===== config.mk =====
export PLATFORM = sky130hd
export DESIGN_NAME = irq_controller
export DESIGN_NICKNAME = d
export VERILOG_FILES = /design/src/rtl/irq_controller.sv
export SDC_FILE = /design/constraint.sdc
export NUM_CORES = 1
export LEC_CHECK = 0
export BUFFER_PORTS_ARGS = -buffer_cell sky130_fd_sc_hd__buf_2
export CAP_MARGIN = 20
export CORE_MARGIN = 4
export CORE_UTILIZATION = 50
export CTS_BUF_LIST = sky130_fd_sc_hd__clkbuf_8
export DETAILED_ROUTE_END_ITERATION = 8
export PLACE_DENSITY = 0.9
export SLEW_MARGIN = 25
export SYNTH_ARGS = -nofsm -noshare
export SYNTH_HDL_FRONTEND = slang
export SYNTH_SLANG_ARGS = --single-unit

===== constraint.sdc =====
create_clock -name clk -period 1.5 [get_ports clk]
set_input_delay 0.3 -clock clk [delete_from_list [all_inputs] [get_ports clk]]
set_output_delay 0.3 -clock clk [all_outputs]
set_load 0.05 [all_outputs]

===== src/rtl/irq_controller.sv =====
// Eight-source priority interrupt controller with a request/acknowledge handshake,
// bounded retries on a missing acknowledge, and a small memory-mapped config port.
module irq_controller (
  input  logic        clk,
  input  logic        reset,
  input  logic [7:0]  irq_src,
  input  logic        cfg_we,
  input  logic [1:0]  cfg_addr,
  input  logic [31:0] cfg_wdata,
  output logic [31:0] cfg_rdata,
  input  logic        IACK,
  input  logic        eoi,
  output logic        I_Req,
  output logic [2:0]  irq_id,
  output logic        irq_active,
  output logic        irq_timeout
);

  typedef enum logic [1:0] {
    ST_IDLE     = 2'd0,
    ST_REQ      = 2'd1,
    ST_WAIT_ACK = 2'd2,
    ST_ACTIVE   = 2'd3
  } state_t;

  state_t      state_reg, state_next;
  logic [7:0]  src_dly_reg;
  logic [7:0]  enable_reg, enable_next;
  logic [7:0]  pending_reg, pending_next;
  logic [3:0]  retry_limit_reg, retry_limit_next;
  logic [3:0]  retry_cnt_reg, retry_cnt_next;
  logic [1:0]  wait_cnt_reg, wait_cnt_next;
  logic [2:0]  irq_id_reg, irq_id_next;
  logic        timeout_reg, timeout_next;

  logic [7:0]  src_rise;
  logic [7:0]  serviceable;
  logic [2:0]  lowest_idx;
  logic [7:0]  pend_wclr;
  logic [7:0]  ack_clr;
  logic        timeout_set;
  logic        unused_wdata_bits;

  assign unused_wdata_bits = ^cfg_wdata[31:8];

  assign src_rise    = irq_src & ~src_dly_reg;
  assign serviceable = pending_reg & enable_reg;
  assign pend_wclr   = (cfg_we && cfg_addr == 2'd1) ? cfg_wdata[7:0] : 8'd0;

  always_comb begin
    lowest_idx = 3'd0;
    for (int i = 7; i >= 0; i--) begin
      if (serviceable[i]) lowest_idx = 3'(i);
    end
  end

  // A fresh edge beats any clear (software write or acknowledge) in the same cycle.
  generate
    for (genvar gi = 0; gi < 8; gi++) begin : g_pending
      assign pending_next[gi] = src_rise[gi] |
                                (pending_reg[gi] & ~(pend_wclr[gi] | ack_clr[gi]));
    end
  endgenerate

  always_comb begin
    state_next     = state_reg;
    irq_id_next    = irq_id_reg;
    wait_cnt_next  = wait_cnt_reg;
    retry_cnt_next = retry_cnt_reg;
    timeout_set    = 1'b0;
    ack_clr        = 8'd0;
    case (state_reg)
      ST_IDLE: begin
        if (|serviceable) begin
          irq_id_next = lowest_idx;
          state_next  = ST_REQ;
        end
      end
      ST_REQ: begin
        wait_cnt_next = 2'd0;
        state_next    = ST_WAIT_ACK;
      end
      ST_WAIT_ACK: begin
        if (IACK) begin
          ack_clr[irq_id_reg] = 1'b1;
          retry_cnt_next      = 4'd0;
          state_next          = ST_ACTIVE;
        end else if (wait_cnt_reg == 2'd3) begin
          if (retry_cnt_reg == retry_limit_reg) begin
            timeout_set    = 1'b1;
            retry_cnt_next = 4'd0;
            state_next     = ST_IDLE;
          end else begin
            retry_cnt_next = retry_cnt_reg + 4'd1;
            state_next     = ST_REQ;
          end
        end else begin
          wait_cnt_next = wait_cnt_reg + 2'd1;
        end
      end
      ST_ACTIVE: begin
        if (eoi) state_next = ST_IDLE;
      end
      default: state_next = ST_IDLE;
    endcase
  end

  always_comb begin
    enable_next      = (cfg_we && cfg_addr == 2'd0) ? cfg_wdata[7:0] : enable_reg;
    retry_limit_next = (cfg_we && cfg_addr == 2'd3) ? cfg_wdata[3:0] : retry_limit_reg;
    timeout_next     = timeout_set | (timeout_reg & ~(cfg_we && cfg_addr == 2'd2));
  end

  always_ff @(posedge clk or posedge reset) begin
    if (reset) begin
      state_reg       <= ST_IDLE;
      src_dly_reg     <= 8'd0;
      enable_reg      <= 8'd0;
      pending_reg     <= 8'd0;
      retry_limit_reg <= 4'h3;
      retry_cnt_reg   <= 4'd0;
      wait_cnt_reg    <= 2'd0;
      irq_id_reg      <= 3'd0;
      timeout_reg     <= 1'b0;
    end else begin
      state_reg       <= state_next;
      src_dly_reg     <= irq_src;
      enable_reg      <= enable_next;
      pending_reg     <= pending_next;
      retry_limit_reg <= retry_limit_next;
      retry_cnt_reg   <= retry_cnt_next;
      wait_cnt_reg    <= wait_cnt_next;
      irq_id_reg      <= irq_id_next;
      timeout_reg     <= timeout_next;
    end
  end

  assign I_Req       = (state_reg == ST_REQ);
  assign irq_active  = (state_reg == ST_ACTIVE);
  assign irq_id      = irq_id_reg;
  assign irq_timeout = timeout_reg;

  always_comb begin
    cfg_rdata = 32'd0;
    case (cfg_addr)
      2'd0: cfg_rdata = {24'd0, enable_reg};
      2'd1: cfg_rdata = {24'd0, pending_reg};
      2'd2: cfg_rdata = {27'd0, timeout_reg, irq_active, irq_id_reg};
      2'd3: cfg_rdata = {28'd0, retry_limit_reg};
      default: cfg_rdata = 32'd0;
    endcase
  end

endmodule


==> results_dict.tcl <==
set metrics [dict create \
    status "finished, violations left" \
    violations "negative setup slack" \
    leakage_nw 1.32 \
    multi_input_area_um2 1040 \
    io_pins 85 \
    gp_congestion 0.935 \
    grt_max_degree 41 \
    synth_area_leaders "dfrtp_1 43%, buf_4 8.6%, mux2_2 6.2%" \
    peakVddDrop_mv 0.720 \
    synth_area_um2 2190 \
    synth-edff-count 0 \
    r2r_cells 11 \
    setup_ws_ns -0.300 \
    grt_pass1_wl_mm 8.40 \
    setup_viol 8 \
    h-tree-depth 2 \
    avgRoutedWirePerCell_um 16.6 \
    power_frac_clock_pct 15.3 \
    clk_pin_slew_ns 0.08 \
    met1_length_mm 2.10 \
    hold_class "in -> async" \
    layout-drive-gt1-share_pct 38.6 \
    postSynthCellCount 212 \
    io_buffers 36 \
    fp.dieArea_um2 5510 \
    ys_seq_area_share_pct 45.8 \
    power.switching_mw 2.00 \
    synth_most_common_cell "dfrtp_1" \
    grt_pass1_vias 1743 \
    crit_path_end_kind "output port" \
    dpl.hpwl_mm 3.96 \
    fin_nets 333 \
    clockBufferDepth 2 \
    clk_latency_ns 0.30 \
    skew_ns 0.0140 \
    first_pass_iters 4 \
    swShare_pct 42.3 \
    crit_fanout 2 \
    crit_path_start_kind "flop" \
    nFillCells 314 \
    antennaDiodeCount 0 \
    ys_ff_latch 40 \
    netlist_top_cells_count "38 x dfrtp_1, 26 x nand2_1, 25 x buf_4" \
    criticalPathCategory "reg -> out" \
    cts_tree "yes" \
    synth_warnings 0 \
    routed_via_density 5.48 \
    grt_overflow 0 \
    tritoncts.num_buffers 5 \
    highest_layer "met4" \
    syn_area_per_cell_um2 10.3 \
    finalCritPeriodShare_pct 120 \
    arrival_ns 1.50 \
    combPwrFrac_pct 52.2 \
    max_freq_ghz 0.556 \
    initial_core_util_pct 53.3 \
    synth.top_cell.area_share_pct 43.4 \
    drv_cap 0 \
    required_ns 1.20 \
    seqCellArea_um2 1010 \
    clockRootBuffer "clkbuf_8" \
    die_h_um 74.2 \
    ant_nets 0 \
    vias 1836 \
    met3_length_um 504 \
    async_reset_ff_share_pct 100 \
    wl_met2_mm 2.89 \
    syn_to_final_growth_pct 26.4 \
    route.detailed.drc 0 \
    core_um2 4120 \
    synth-main-ff-cell "dfrtp_1" \
    synth_cell_types 41 \
    hold_viol_final 0 \
    setup_tns_ns -1.09 \
    pwr-share-seq_pct 32.5 \
    power_density_nw_per_um2 1710 \
    yosysTopAreaCell "dfrtp_1" \
    whs_ns 0.0438 \
    grt_antenna_before_repair 0 \
    intPower_mw 2.73 \
    period_minus_slack_ns 1.80 \
    drt_wl_total_mm 5.56 \
    grt_usage_pct 20.6 \
    rsz0062_at_grt "true" \
    dr.first_iter.drc_count 171 \
    cts_sinks 40 \
    slew_viol_final 0 \
    fp.dieW_um 74.2 \
    rows 23 \
]
==> layout make-up <==
class                           instances  share of cell area, %
Multi-Input combinational cell        152                   37.5
Timing Repair Buffer                   72                   18.9
Sequential cell                        40                   36.3
Clock buffer                            6                   2.98
Clock inverter                          2                  0.271
Inverter                               13                   1.85
Tap cell                               50                   2.26
==> power groups by stage <==
stage | clock network [mW] | registers (mW) | logic (mW)
finish | 0.724 | 1.54 | 2.47
global route | 0.792 | 1.56 | 2.63
CTS | 0.740 | 1.52 | 2.31
detailed placement | 0 | 1.55 | 2.01
global placement | 0 | 1.53 | 1.94
floorplan | 0 | 1.67 | 1.27
==> routing by layer <==
layer / vias to the layer above / GRT usage, %
met5: - / 0
met4: 0 / 6.92
met3: 10 / 7.03
met2: 88 / 34.6
met1: 899 / 25.0
li1: 839 / -
==> cell usage in the layout (no fill, tap or decap), types with 3 or more instances in the layout <==
cell / instances
a21oi_1: 6
a22oi_1: 3
a31oi_1: 3
buf_2: 27
buf_4: 35
buf_6: 6
clkbuf_8: 6
conb_1: 24
dfrtp_1: 35
dfrtp_2: 3
inv_1: 13
mux2_2: 12
mux2i_1: 5
mux4_2: 4
nand2_1: 25
nor2_1: 7
nor2b_1: 4
o211ai_1: 6
o21ai_0: 15
o21ai_1: 3
xnor2_1: 4
==> worst paths after layout <==
check	end	from	slack, ns
max	cfg_rdata[3]	state_reg[1]	-0.30
min	irq_id[0]	reset	0.04
max reg2reg	state_reg[0]	state_reg[1]	-0.24
min reg2reg	pending_reg[2]	src_dly_reg[2]	0.42
max in group asynchronous	retry_limit_reg[0]	reset	1.20
min in group clk	src_dly_reg[4]	irq_src[4]	0.11
==> critical path: stages (launching register included) <==
cell	delay [ns]
dfrtp_1	0.40
nand2_2	0.09
inv_2	0.05
mux4_2	0.49
buf_8	0.17
==> repair_timing <==
action / CTS / global route
hold buffers: 0 / 0
pin swaps: 1 / 1
endpoints found under the setup margin: 7 / 15
setup buffers: 10 / 4
endpoints found under the hold margin: 0 / 0
resized for setup: 20 / 10
==> cell families (layout without fill, tap and decap cells) <==
group	after synthesis	after routing	synth area share (%)
AND/OR/NAND/NOR	54	54	13.1
AO/OA/AOI/OAI	46	46	13.2
buffers and inverters	43	93	12.2
flip-flops	40	40	45.8
multiplexers	21	21	12.6
XOR/XNOR	5	5	2.00
adder cells (fa/ha/maj)	2	2	1.14
other	1	24	0.171
==> through the flow <==
step                instances  utilization, %  power, mW  area (um^2)  setup WS, ns
global route              335            67.4       4.98         2770        -0.346
floorplan                 235               -       2.94         2280        -0.281
CTS                       331            65.9       4.58         2710        -0.298
global placement          315            60.8       3.47         2500       -0.0226
detailed placement        315            60.8       3.56         2500       -0.0330
finish                    335            67.4       4.73         2770        -0.300
No activity file was read; power rests on OpenSTA's default activity.
